===== config.mk =====
export PLATFORM = sky130hd
export DESIGN_NAME = comp_minmax_stream
export DESIGN_NICKNAME = d
export VERILOG_FILES = /design/src/rtl/comp_minmax_stream.sv
export SDC_FILE = /design/constraint.sdc
export NUM_CORES = 1
export LEC_CHECK = 0
export ABC_AREA = 1
export CORE_ASPECT_RATIO = 0.5
export CORE_UTILIZATION = 45
export CTS_CLUSTER_DIAMETER = 150
export DETAILED_ROUTE_END_ITERATION = 8
export PLACE_DENSITY_LB_ADDON = 0.05
export SKIP_LAST_GASP = 1
export SLEW_MARGIN = 20
export SYNTH_ARGS = -nofsm -noshare
export SYNTH_HDL_FRONTEND = slang
export SYNTH_SLANG_ARGS = --single-unit

===== constraint.sdc =====
create_clock -name clk -period 1.9 [get_ports clk]
set_input_delay 0.285 -clock clk [delete_from_list [all_inputs] [get_ports clk]]
set_output_delay 0.285 -clock clk [all_outputs]
set_load 0.01 [all_outputs]

===== src/rtl/comp_minmax_stream.sv =====
// comp_minmax_stream: streaming signed/unsigned running min/max with element indices
module comp_minmax_stream #(
    parameter int WIDTH = 16,
    parameter int IDX_W = 8
) (
    input  logic             clk,
    input  logic             rst,
    input  logic             i_energy,
    input  logic             i_start,
    input  logic             i_mode_signed,
    input  logic             i_in_valid,
    output logic             o_in_ready,
    input  logic [WIDTH-1:0] i_in_data,
    input  logic             i_in_last,
    output logic             o_out_valid,
    input  logic             i_out_ready,
    output logic [WIDTH-1:0] o_out_min,
    output logic [WIDTH-1:0] o_out_max,
    output logic [IDX_W-1:0] o_out_min_idx,
    output logic [IDX_W-1:0] o_out_max_idx,
    output logic [IDX_W-1:0] o_out_count,
    output logic             o_out_ovf,
    output logic             o_busy
);
    typedef enum logic [1:0] {IDLE, ACC, DONE} state_t;
    state_t           r_state;
    logic             r_signed;
    logic             r_first;
    logic             r_full;
    logic             r_ovf;
    logic [IDX_W-1:0] r_cnt;
    logic [IDX_W-1:0] r_min_idx;
    logic [IDX_W-1:0] r_max_idx;
    logic [WIDTH-1:0] r_min;
    logic [WIDTH-1:0] r_max;
    logic [WIDTH:0]   w_dmin;
    logic [WIDTH:0]   w_dmax;
    logic             w_lt_min;
    logic             w_gt_max;
    logic             w_sat;
    assign o_in_ready    = i_energy && r_state == ACC;
    assign o_out_valid   = r_state == DONE;
    assign o_busy        = r_state != IDLE;
    assign o_out_min     = r_min;
    assign o_out_max     = r_max;
    assign o_out_min_idx = r_min_idx;
    assign o_out_max_idx = r_max_idx;
    assign o_out_count   = r_cnt;
    assign o_out_ovf     = r_ovf;
    assign w_sat         = &r_cnt;
    // one extra bit, sign-filled in signed mode, so the difference MSB is exactly a<b
    assign w_dmin   = {r_signed & i_in_data[WIDTH-1], i_in_data} - {r_signed & r_min[WIDTH-1], r_min};
    assign w_dmax   = {r_signed & r_max[WIDTH-1], r_max} - {r_signed & i_in_data[WIDTH-1], i_in_data};
    assign w_lt_min = w_dmin[WIDTH];
    assign w_gt_max = w_dmax[WIDTH];
    always_ff @(posedge clk) begin
        if (rst) begin
            r_state   <= IDLE;
            r_signed  <= 1'b0;
            r_first   <= 1'b0;
            r_full    <= 1'b0;
            r_ovf     <= 1'b0;
            r_cnt     <= '0;
            r_min_idx <= '0;
            r_max_idx <= '0;
            r_min     <= '0;
            r_max     <= '0;
        end else if (i_energy) begin
            case (r_state)
                IDLE: if (i_start) begin
                    r_state  <= ACC;
                    r_signed <= i_mode_signed;
                    r_first  <= 1'b1;
                    r_full   <= 1'b0;
                    r_ovf    <= 1'b0;
                    r_cnt    <= '0;
                end
                ACC: if (i_in_valid) begin
                    r_first <= 1'b0;
                    if (r_first || w_lt_min) begin
                        r_min     <= i_in_data;
                        r_min_idx <= r_cnt;
                    end
                    if (r_first || w_gt_max) begin
                        r_max     <= i_in_data;
                        r_max_idx <= r_cnt;
                    end
                    // r_full marks that the element at the saturated index was consumed
                    r_cnt   <= w_sat ? r_cnt : r_cnt + 1'b1;
                    r_full  <= r_full | w_sat;
                    r_ovf   <= r_ovf | r_full;
                    if (i_in_last) r_state <= DONE;
                end
                DONE: if (i_out_ready) r_state <= IDLE;
                default: r_state <= IDLE;
            endcase
        end
    end
endmodule


==> Yosys cells after proc, flatten, opt, wreduce, memory -nomap -nowiden <==
Index checks and enable logic that the tools add are counted.
{ "totals": {"in_bits": 24, "output_inout_bits": 60, "ff_bits": 62, "elab_cells": 55} }
{ "op_classes": {"bitwise": 5, "muxes": 17, "n_reduce_logical": 13, "n_eq_ne": 7, "add_sub_neg": 3} }
{ "ops": {"columns": ["cell", "n"], "rows": [
  ["subtractor 17 bit", 2],
  ["two-way mux 8 bit", 3],
  ["one-hot mux 8 bit (2 select lines)", 1],
  ["AND reduction 4 bit", 3],
  ["AND reduction 5 bit", 2],
  ["adder 8 x 1 -> 8 bit (second input constant)", 1],
  ["two-way mux 2 bit", 4],
  ["!= test 2 bit (second input constant)", 4],
  ["AND reduction 8 bit", 1],
  ["one-hot mux 1 bit (2 select lines)", 3],
  ["one-hot mux 2 bit (3 select lines)", 1],
  ["two-way mux 1 bit", 5],
  ["nonzero test 2 bit", 2],
  ["bitwise AND 1 bit", 3],
  ["AND reduction 3 bit", 1],
  ["== test 2 x 1 -> 1 bit (second input constant)", 1],
  ["== test 2 bit (second input constant)", 1],
  ["logical NOT 2 bit", 1],
  ["logical OR 1 bit", 2],
  ["!= test 2 x 1 -> 1 bit (second input constant)", 1],
  ["bitwise OR 1 bit", 2],
  ["logical AND 1 bit", 1]
]} }

==> Depth between registers and ports, before layout <==
Gate-level depths: netlist (run 1).
{ "depth": {"ltp_word": 4, "depth_mapped": 16, "depth_no_buf": 15} }

==> Least setup slack after synthesis (run 1) <==
OpenSTA, ideal clock, no wires.
{ "synth_timing": {"path_kind": "flip-flop to flip-flop", "start": "register r_min[5] (netlist: o_out_min[5])", "end": "register r_min[15] (netlist: o_out_min[15])", "required_ns": 1.785, "period_less_slack_ns": 1.852, "path_stages_with_launch": 15, "slack_ns": 0.048, "n_path_buf": 2, "arrival_time_ns": 1.737, "path_cell_list": "dfxtp_1 > inv_1 > ha_1 > a21oi_1 > nor2_1 > nor3_1 > nand2_1 > nand2_1 > nand2_1 > nand2_1 > nand3_1 > buf_4 > buf_6 > a21oi_1 > nor2_1"} }
{ "synth_via": {"elab_chain_len": 3} }
{ "synth_lines": {"columns": ["element", "line_no", "text"], "rows": [
  ["from (decl)", "34", "logic [WIDTH-1:0] r_min;"],
  ["from (signal assigned)", "81", "r_min <= i_in_data;"],
  ["subtractor 17 bit", "52", "assign w_dmin = {r_signed & i_in_data[WIDTH-1], i_in_data} - {r_signed & r_min[WIDTH-1], r_min};"],
  ["logical OR 1 bit", "80", "if (r_first || w_lt_min) begin"],
  ["AND reduction 4 bit (no source line)", null, null]
]} }
No other way between the ends.
A chain may end at the register's enable or synchronous reset.

==> Worst setup path after layout (run 1) <==
{ "layout_timing": {"start": "register r_min[14] (netlist: o_out_min[14])", "end": "register r_min[7] (netlist: o_out_min[7])"} }
The elaborated chain is that of the path after synthesis.

==> reports/summary.txt, run 1 <==
Number of global-route vias before repair = 3250
CTS tree = yes
Synth Area in XOR/XNOR = 0.2504%
Clk_skew = 0.008145 ns
Main combinational cell family by area after synthesis = simple AND/OR/NAND/NOR gates
Die area = 8152 µm²
Crit. End Element = register
Initial Util = 47.07%
Root buffer cell = clkbuf_16
Number of fill cells in the layout = 571
Largest net degree at the start of global routing = 97
WL/cell = 14.62 µm
RSZ-0062 raised after global routing = true
Relative slew margins = 72.73%
Nets = 684
Status = finished with violations
Final hold vios = 0
Share of cells above drive strength 1 = 26.81%
Synth Register Bits = 62
Drt drc = 0
Row Count = 22
Worst VDD drop = 0.4867 mV
Leak pwr = 2.358 nW
Fin util = 75.56%
Drt first pass iters = 5
Mapped Cells = 509
H-tree depth reported by CTS = 3
Vias post-DR = 3750
Synth warnings = 0
Yosys cell types = 25
Worst-path maximum fanout = 8
Top Ports = 84
Period utilization = 108.3%
Chip height = 64.35 µm
Post-Syn Area = 3498 µm²
Data arrival time of the worst path = 2.28 ns
Post-Layout Cell Count = 730
Net Count, Synth = 564
Via density = 5.137
Ant diodes = 0
Worst hold-check path type = register to register
Crit Path Category = register to register
Hold slack = 0.4482 ns
Port bufs = 83
First-pass GRT wire length = 15330 µm
Fmax = 0.4862 GHz
Post-Syn Area per Cell = 6.873 µm²
Tmin final = 2.057 ns
Setup Viol. Count Final = 48
CP Data Required Time = 2.12 ns
Clk sink count = 62
Worst-path clk slew = 0.06 ns
Total gr overflow = 0
Slew @ Worst Pin = 0.4090 ns
Final WL = 10670 µm
GPL Wtd Cong = 0.8586
Initial antenna violation count = 0
Final slew viol count = 0
Failing checks = setup timing
Clock Latency Late Sink = 0.33 ns
Initial drt markers = 271
Startpoint Class = register
Total CTS buffers = 9
Max Root-Sink Buffers = 2
Post-Synth Simple-Gate Area = 28.72%
Hpwl dp = 5799 µm
Area grow syn2layout = 60.52%
ANT nets after route = 0
Core area = 7432 µm²
PD cells = 743.4 nW/µm²
Adder-cell share of the synthesized area = 11.09%
Sequential share of the synthesized area = 35.48%
Tot GR Track Use = 24.08%
Mux cell area share after synthesis = 0%
Compound-cell area share of the yosys netlist = 12.77%
Final worst slack = -0.1569 ns
Placed cell count = 695
Die Wd = 126.7 µm
Final instance area = 5615 µm²
# Max-Cap Violations = 0
Placement-stage cell area = 4609 µm²
-- cell type report --
cell class	instances	area (µm²)	area share (%)
Multi-Input combinational cell	354	2256	40.17
Timing Repair Buffer	134	1414	25.18
Sequential cell	62	1267	22.57
Clock buffer	13	260.3	4.635
Inverter	68	255.2	4.545
Tap cell	96	120.1	2.139
Clock inverter	3	42.54	0.7576
-- state kept, by name, summed over array words and instances, names as in the netlist --
register	cells
o_out_count	8
o_out_max	16
o_out_max_idx	8
o_out_min	16
o_out_min_idx	8
o_out_ovf	1
r_first	1
r_full	1
r_signed	1
r_state	2
-- Yosys cell counts --
library cell | instances | share of area [%]
nand2_1 | 94 | 10
clkbuf_1 | 6 | 0.64
ha_1 | 31 | 11
nor2_1 | 68 | 7.3
nand2_2 | 2 | 0.36
xor2_1 | 1 | 0.25
inv_2 | 4 | 0.43
a31oi_1 | 1 | 0.18
o22ai_2 | 1 | 0.36
o21ai_1 | 1 | 0.14
nand3_1 | 54 | 7.7
buf_2 | 9 | 1.3
o21ai_0 | 8 | 1.1
nand4_1 | 3 | 0.54
buf_4 | 7 | 1.5
nor3_1 | 11 | 1.6
a211oi_1 | 3 | 0.64
nor2_4 | 1 | 0.32
a21oi_1 | 72 | 10
nor3b_2 | 1 | 0.36
buf_6 | 3 | 0.97
inv_1 | 64 | 6.9
nand3_2 | 1 | 0.29
nor2_2 | 1 | 0.18
dfxtp_1 | 62 | 35
-- worst max-delay path, cell delays in order (launching register included) --
cell     delay [ns]
dfxtp_2        0.34
inv_2          0.05
ha_4           0.26
nand4_1        0.21
a21oi_2        0.24
nor2_4         0.07
nand2_2        0.07
nand2_2        0.07
nand3_4        0.18
buf_6          0.13
buf_6          0.14
nand3_1        0.07
nand2_1        0.07
nor2_1         0.04
-- final timing paths --
| path | startpoint | endpoint | slack (ns) | cells past startpoint |
|---|---|---|---|---|
| setup / recovery | o_out_min[14] | o_out_min[7] | -0.16 | 13 |
| hold / removal | o_out_ovf | o_out_ovf | 0.45 | 2 |
| setup reg to reg | o_out_min[14] | o_out_min[7] | -0.16 | 13 |
| hold reg to reg | o_out_ovf | o_out_ovf | 0.45 | 2 |
-- metrics by stage --
step	worst slack [ns]	setup TNS (ns)	total power [mW]
floorplan	0.04763	0	1.877
global placement	-0.5130	-23.40	2.173
detailed placement	-0.5277	-23.57	2.183
CTS	-0.06598	-1.159	3.911
global route	-0.2619	-8.837	4.347
finish	-0.1569	-4.148	4.175
-- repair_timing --
item / CTS / global route
resized for setup: 41 / 93
cloned: 2 / 6
hold buffers: 0 / 0
setup buffers: 4 / 7
setup endpoints to repair: 48 / 52
pin swaps: 16 / 17
-- per-layer routing --
| layer | routed length [µm] | global-route usage (%) |
|---|---|---|
| met1 | 5113 | 31.71 |
| met2 | 4797 | 38.33 |
| met3 | 629 | 7.203 |
| met4 | 129 | 6.696 |
| met5 | 0 | 0 |
-- cell families (layout without fill, tap and decap cells) --
| group | Yosys count | after routing |
|---|---|---|
| flip-flops | 62 | 62 |
| AND/OR/NAND/NOR | 236 | 236 |
| AO/OA/AOI/OAI | 86 | 86 |
| adder cells (fa/ha/maj) | 31 | 31 |
| XOR/XNOR | 1 | 1 |
| buffers and inverters | 93 | 218 |
-- report_power, final --
group / switching [mW] / internal (mW) / leakage [nW] / total [mW]
clock: 0.575 / 1.08 / 0.146 / 1.66
sequential: 0.0460 / 1.36 / 0.512 / 1.40
combinational: 0.566 / 0.545 / 1.70 / 1.11
-- layout by cell type (no fill, tap or decap), types with 2 or more instances in the layout --
master,count
nor2_4,4
nand3_1,50
nor3_2,2
buf_6,6
clkdlybuf4s15_1,3
clkbuf_8,2
nand4_1,3
a21oi_1,60
dfxtp_1,41
buf_16,2
a21oi_2,11
ha_2,2
dfxtp_2,21
clkbuf_16,13
inv_2,23
ha_4,15
nand3_4,4
nor3_1,8
a211oi_1,3
clkbuf_1,2
nand2_1,82
dlygate4sd2_1,12
nor2_1,64
buf_12,6
nand2_2,11
buf_4,32
ha_1,14
clkdlybuf4s50_1,68
o21ai_0,6
inv_1,45
nor2_2,2
nand2_4,3
(Power assumes the default switching activity.)
==> inputs of run 2 (changes only) <==
- SETUP_SLACK_MARGIN: default -> 0.02
==> run 2 against run 1 <==
Effect of this change:
- wire length up 0.34%
- fmax hardly changed
- die area did not move
- core utilization hardly changed
- the run still ends with setup timing left
- first-iteration DRC count fell by 8.5%
- global-route usage about the same
==> reports/summary.txt, run 2 (same netlist as run 1, synthesis figures left out) <==
Ant diodes = 0
Worst-path clk slew = 0.06 ns
Initial antenna violation count = 0
Commonest cells after routing, fill and taps aside = nand2_1, clkdlybuf4s50_1, nor2_1
Total CTS buffers = 9
Number of global-route vias before repair = 3254
Startpoint Class = register
Vias post-DR = 3724
Relative slew margins = 73.48%
Row Count = 22
Internal = 2.987 mW
Fmax = 0.4864 GHz
Chip height = 64.35 µm
Drt drc = 0
Crit Path Category = register to register
Tot GR Track Use = 24.06%
Final slew viol count = 0
Largest net degree at the start of global routing = 97
Total gr overflow = 0
PD cells = 743.9 nW/µm²
Slew @ Worst Pin = 0.3947 ns
WL/cell = 14.66 µm
Clock Latency Late Sink = 0.33 ns
CTS tree = yes
Crit. End Element = register
Critical Path End = o_out_min[7]
Area grow syn2layout = 60.59%
Clk sink count = 62
Port bufs = 83
Hpwl dp = 5799 µm
Commonest non-fill, non-tap cell in the layout = nand2_1
Initial drt markers = 248
Tmin final = 2.056 ns
Switch share = 28.53%
RSZ-0062 raised after global routing = true
Status = finished with violations
CP Data Required Time = 2.13 ns
# Max-Cap Violations = 0
Clk_skew = 0.007759 ns
Sequential Power Share = 33.6%
Worst hold-check path type = register to register
Drt first pass iters = 4
Setup TNS = -3.978 ns
Via density = 5.101
Hold path start = o_out_ovf
Die area = 8152 µm²
Period utilization = 108.2%
Reg-to-reg slack, setup = -0.16 ns
Nets = 684
First-pass GRT wire length = 15320 µm
Worst r2r src = o_out_min[14]
H-tree depth reported by CTS = 3
Final worst slack = -0.1561 ns
Failing checks = setup timing
Core area = 7432 µm²
Worst R2R Path Depth = 13
Switch Pwr = 1.193 mW
Top Ports = 84
Data arrival time of the worst path = 2.28 ns
Pre-CTS setup slack = -0.5277 ns
Fin util = 75.59%
Die Wd = 126.7 µm
Logic pwr share = 26.6%
Root buffer cell = clkbuf_16
Worst r2r dst = o_out_min[7]
Worst VDD drop = 0.4881 mV
Max Root-Sink Buffers = 2
GPL Wtd Cong = 0.8586
Crit. Startpoint = o_out_min[14]
Share of cells above drive strength 1 = 26.81%
Final WL = 10710 µm
Worst-path maximum fanout = 8
Initial Util = 47.07%
Setup Viol. Count Final = 48
Clock power share = 39.8%
Final hold vios = 0
Leak pwr = 2.376 nW
ANT nets after route = 0
[run 2: area by class of cell]
| cell class | instances | area, µm² |
|---|---|---|
| clock buffer | 13 | 260.3 |
| clock inverter | 3 | 42.54 |
| fill | 568 | 1814 |
| inverter | 68 | 255.2 |
| multi-input combinational | 354 | 2256 |
| sequential | 62 | 1267 |
| tap | 96 | 120.1 |
| timing repair buffer | 134 | 1416 |
[run 2: through the flow]
stage	cells	hold WS [ns]	power, mW	instance area [µm²]
final	730	0.4482	4.179	5618
after global routing	730	0.4927	4.347	5618
after CTS	717	0.4534	3.910	5089
after detailed placement	695	0.4388	2.183	4609
after global placement	695	0.4437	2.173	4609
after floorplan	509	0.3541	1.877	3498
[run 2: power by group through the flow]
stage                     logic [mW]  registers (mW)  clock network [mW]
after CTS                      0.837            1.40                1.68
final                           1.11            1.40                1.66
after detailed placement       0.762            1.42                   0
after global placement         0.753            1.42                   0
after floorplan                0.442            1.43                   0
after global routing            1.20            1.41                1.74
[run 2: timing repair]
action                                  CTS  global route
buffers inserted                          4             7
resized for setup                        41            94
hold buffers                              0             0
pin swaps                                18            17
gates cloned                              2             6
endpoints found under the setup margin   48            52
[run 2: critical path, cell delays in order (launching register included)]
cell and delay [ns]:
dfxtp_2 0.34, inv_2 0.05, ha_4 0.26, nand4_1 0.20, a21oi_2 0.24, nor2_4 0.07, nand2_2 0.08, nand2_2 0.07
nand3_4 0.18, buf_6 0.13, buf_6 0.14, nand3_1 0.08, nand2_1 0.07, nor2_1 0.04
[run 2: routing by layer]
layer / wire length (µm) / global-route usage (%) / share of wire [%]
met4: 148 / 6.696 / 1.4
met2: 4807 / 38.47 / 45
met1: 5110 / 31.55 / 48
met3: 639 / 7.203 / 6.0
met5: 0 / 0 / 0
[run 2: worst min-delay path by stage]
stage / end / cells past startpoint
3_3_place_gp: o_out_ovf / 2
6_report: o_out_ovf / 2
2_1_floorplan: r_first / 1
4_1_cts: o_out_ovf / 2
3_5_place_dp: o_out_ovf / 2
5_1_grt: r_first / 2
==> inputs of run 3 (changes only) <==
- CORE_MARGIN: default -> 4
==> run 3 against run 2 <==
Effect of this change:
- the run still ends with setup timing left
- wire length grew 6.4%
- cell area grew 2.7%
- sequential power is essentially flat
- flip-flop and latch count is the same
- clock skew shrank 0.0034 ns
- non-clock buffer count grew 3
- register-to-register slack lost 0.097 ns
- worst setup slack lost 0.097 ns
==> reports/summary.txt, run 3 (same netlist as run 1, synthesis figures left out) <==
Relative slew margins = 66.45%
Worst-path maximum fanout = 14
Die area = 9334 µm²
Leak pwr = 2.405 nW
GPL Wtd Cong = 0.8764
Status = finished with violations
Critical Path End = o_out_min[1]
Tot GR Track Use = 20.34%
Clk_skew = 0.004339 ns
Max Root-Sink Buffers = 2
Startpoint Class = register
Nets = 687
Initial Util = 47.07%
Root buffer cell = clkbuf_16
Number of fill cells in the layout = 532
Initial antenna violation count = 0
# Max-Cap Violations = 0
Top Ports = 84
Data arrival time of the worst path = 2.36 ns
Largest net degree at the start of global routing = 65
Failing checks = setup timing
Share of cells above drive strength 1 = 31.23%
Core area = 7432 µm²
Fmax = 0.4645 GHz
Vias post-DR = 3788
Setup Viol. Count Final = 48
Clk sink count = 62
Drt first pass iters = 4
Port bufs = 83
WL/cell = 15.60 µm
Placement-stage cell area = 4617 µm²
Final instance area = 5772 µm²
Slowest cell on crit path = dfxtp_1
Final WL = 11390 µm
Total gr overflow = 0
Worst R2R Path Depth = 13
Pre-CTS setup slack = -0.5282 ns
H-tree depth reported by CTS = 3
Power after layout = 4.137 mW
Via density = 5.189
Commonest cells after routing, fill and taps aside = nand2_1, clkdlybuf4s50_1, nor2_1
Setup TNS = -6.145 ns
Hold buffer count at cts = 0
Period utilization = 113.3%
Crit. End Element = register
Hold slack = 0.4550 ns
Reg-to-reg slack, setup = -0.25 ns
Worst r2r dst = o_out_min[1]
Initial drt markers = 249
Worst r2r src = o_out_min[8]
Worst hold-check path type = register to register
Hpwl dp = 6098 µm
First-pass GRT wire length = 15550 µm
Chip height = 70.35 µm
CTS tree = yes
Number of global-route vias before repair = 3267
Tmin final = 2.153 ns
Final slew viol count = 0
ANT nets after route = 0
Commonest non-fill, non-tap cell in the layout = nand2_1
Worst-path clk slew = 0.05 ns
PD cells = 716.7 nW/µm²
Total CTS buffers = 9
Final worst slack = -0.2527 ns
Ant diodes = 0
Row Count = 22
Die Wd = 132.7 µm
Crit path cell chain = inv_1 -> ha_1 -> nand2_1 -> inv_1 -> o21ai_2 -> a21oi_2 -> nor2_2 -> nand2_2 -> nand2_2 -> nand3_4 -> buf_8 -> a21oi_1 -> nor2_1
Worst path max stage delay = 0.36 ns
Area grow syn2layout = 64.99%
RSZ-0062 raised after global routing = true
Worst VDD drop = 0.5482 mV
Slew @ Worst Pin = 0.5033 ns
Clock Latency Late Sink = 0.33 ns
Final hold vios = 0
Drt drc = 0
Crit Path Category = register to register
Crit. Startpoint = o_out_min[8]
CP Data Required Time = 2.11 ns
==> run 3: report_power, final <==
group	switching, mW	internal, mW	total (mW)
registers	0.0498	1.36	1.41
logic	0.602	0.561	1.16
clock network	0.541	1.02	1.57
total	1.19	2.94	4.14
==> run 3: repair_timing <==
action,4_1_cts,5_1_grt
setup endpoints to repair,48,54
resized for setup,59,95
pin swaps,19,17
cloned,3,7
setup buffers,6,6
==> run 3: routing by layer <==
| layer | track usage, % | vias to the layer above | part of all wire [%] |
|---|---|---|---|
| li1 | - | 1905 | - |
| met3 | 5.971 | 25 | 8.4 |
| met4 | 4.493 | 0 | 1.8 |
| met5 | 0 | - | 0 |
| met2 | 32.07 | 128 | 45 |
| met1 | 27.62 | 1730 | 45 |
==> run 3: layout make-up <==
| class | count | area (µm²) | area share, % |
|---|---|---|---|
| sequential | 62 | 1267 | 21.96 |
| clock inverter | 2 | 35.03 | 0.6070 |
| tap | 96 | 120.1 | 2.081 |
| multi-input combinational | 354 | 2392 | 41.45 |
| timing repair buffer | 137 | 1459 | 25.28 |
| inverter | 68 | 255.2 | 4.422 |
| clock buffer | 11 | 242.7 | 4.206 |
==> run 3: how the worst min path moves through the flow <==
| stage | from | to | slack (ns) | cells past startpoint |
|---|---|---|---|---|
| 6_report | o_out_ovf | o_out_ovf | 0.46 | 2 |
| 5_1_grt | o_out_ovf | o_out_ovf | 0.47 | 2 |
| 4_1_cts | o_out_ovf | o_out_ovf | 0.46 | 2 |
| 3_5_place_dp | o_out_ovf | o_out_ovf | 0.44 | 2 |
| 3_3_place_gp | o_out_ovf | o_out_ovf | 0.44 | 2 |
| 2_1_floorplan | rst | r_first | 0.35 | 1 |
==> run 3: critical path: cells and delay by family, from the launching register on <==
kind | cells | cell delay, ns
AOI/OAI and AO/OA | 3 | 0.47
adders and majority gates | 1 | 0.17
buffers and inverters | 3 | 0.33
DFF | 1 | 0.36
and+or+nand+nor | 6 | 0.69
==> run 3: stage by stage <==
stage                     instances  utilization (%)
after floorplan                 509                -
after global placement          696            62.12
after detailed placement        696            62.12
after CTS                       718            69.90
after global routing            730            77.66
final                           730            77.66
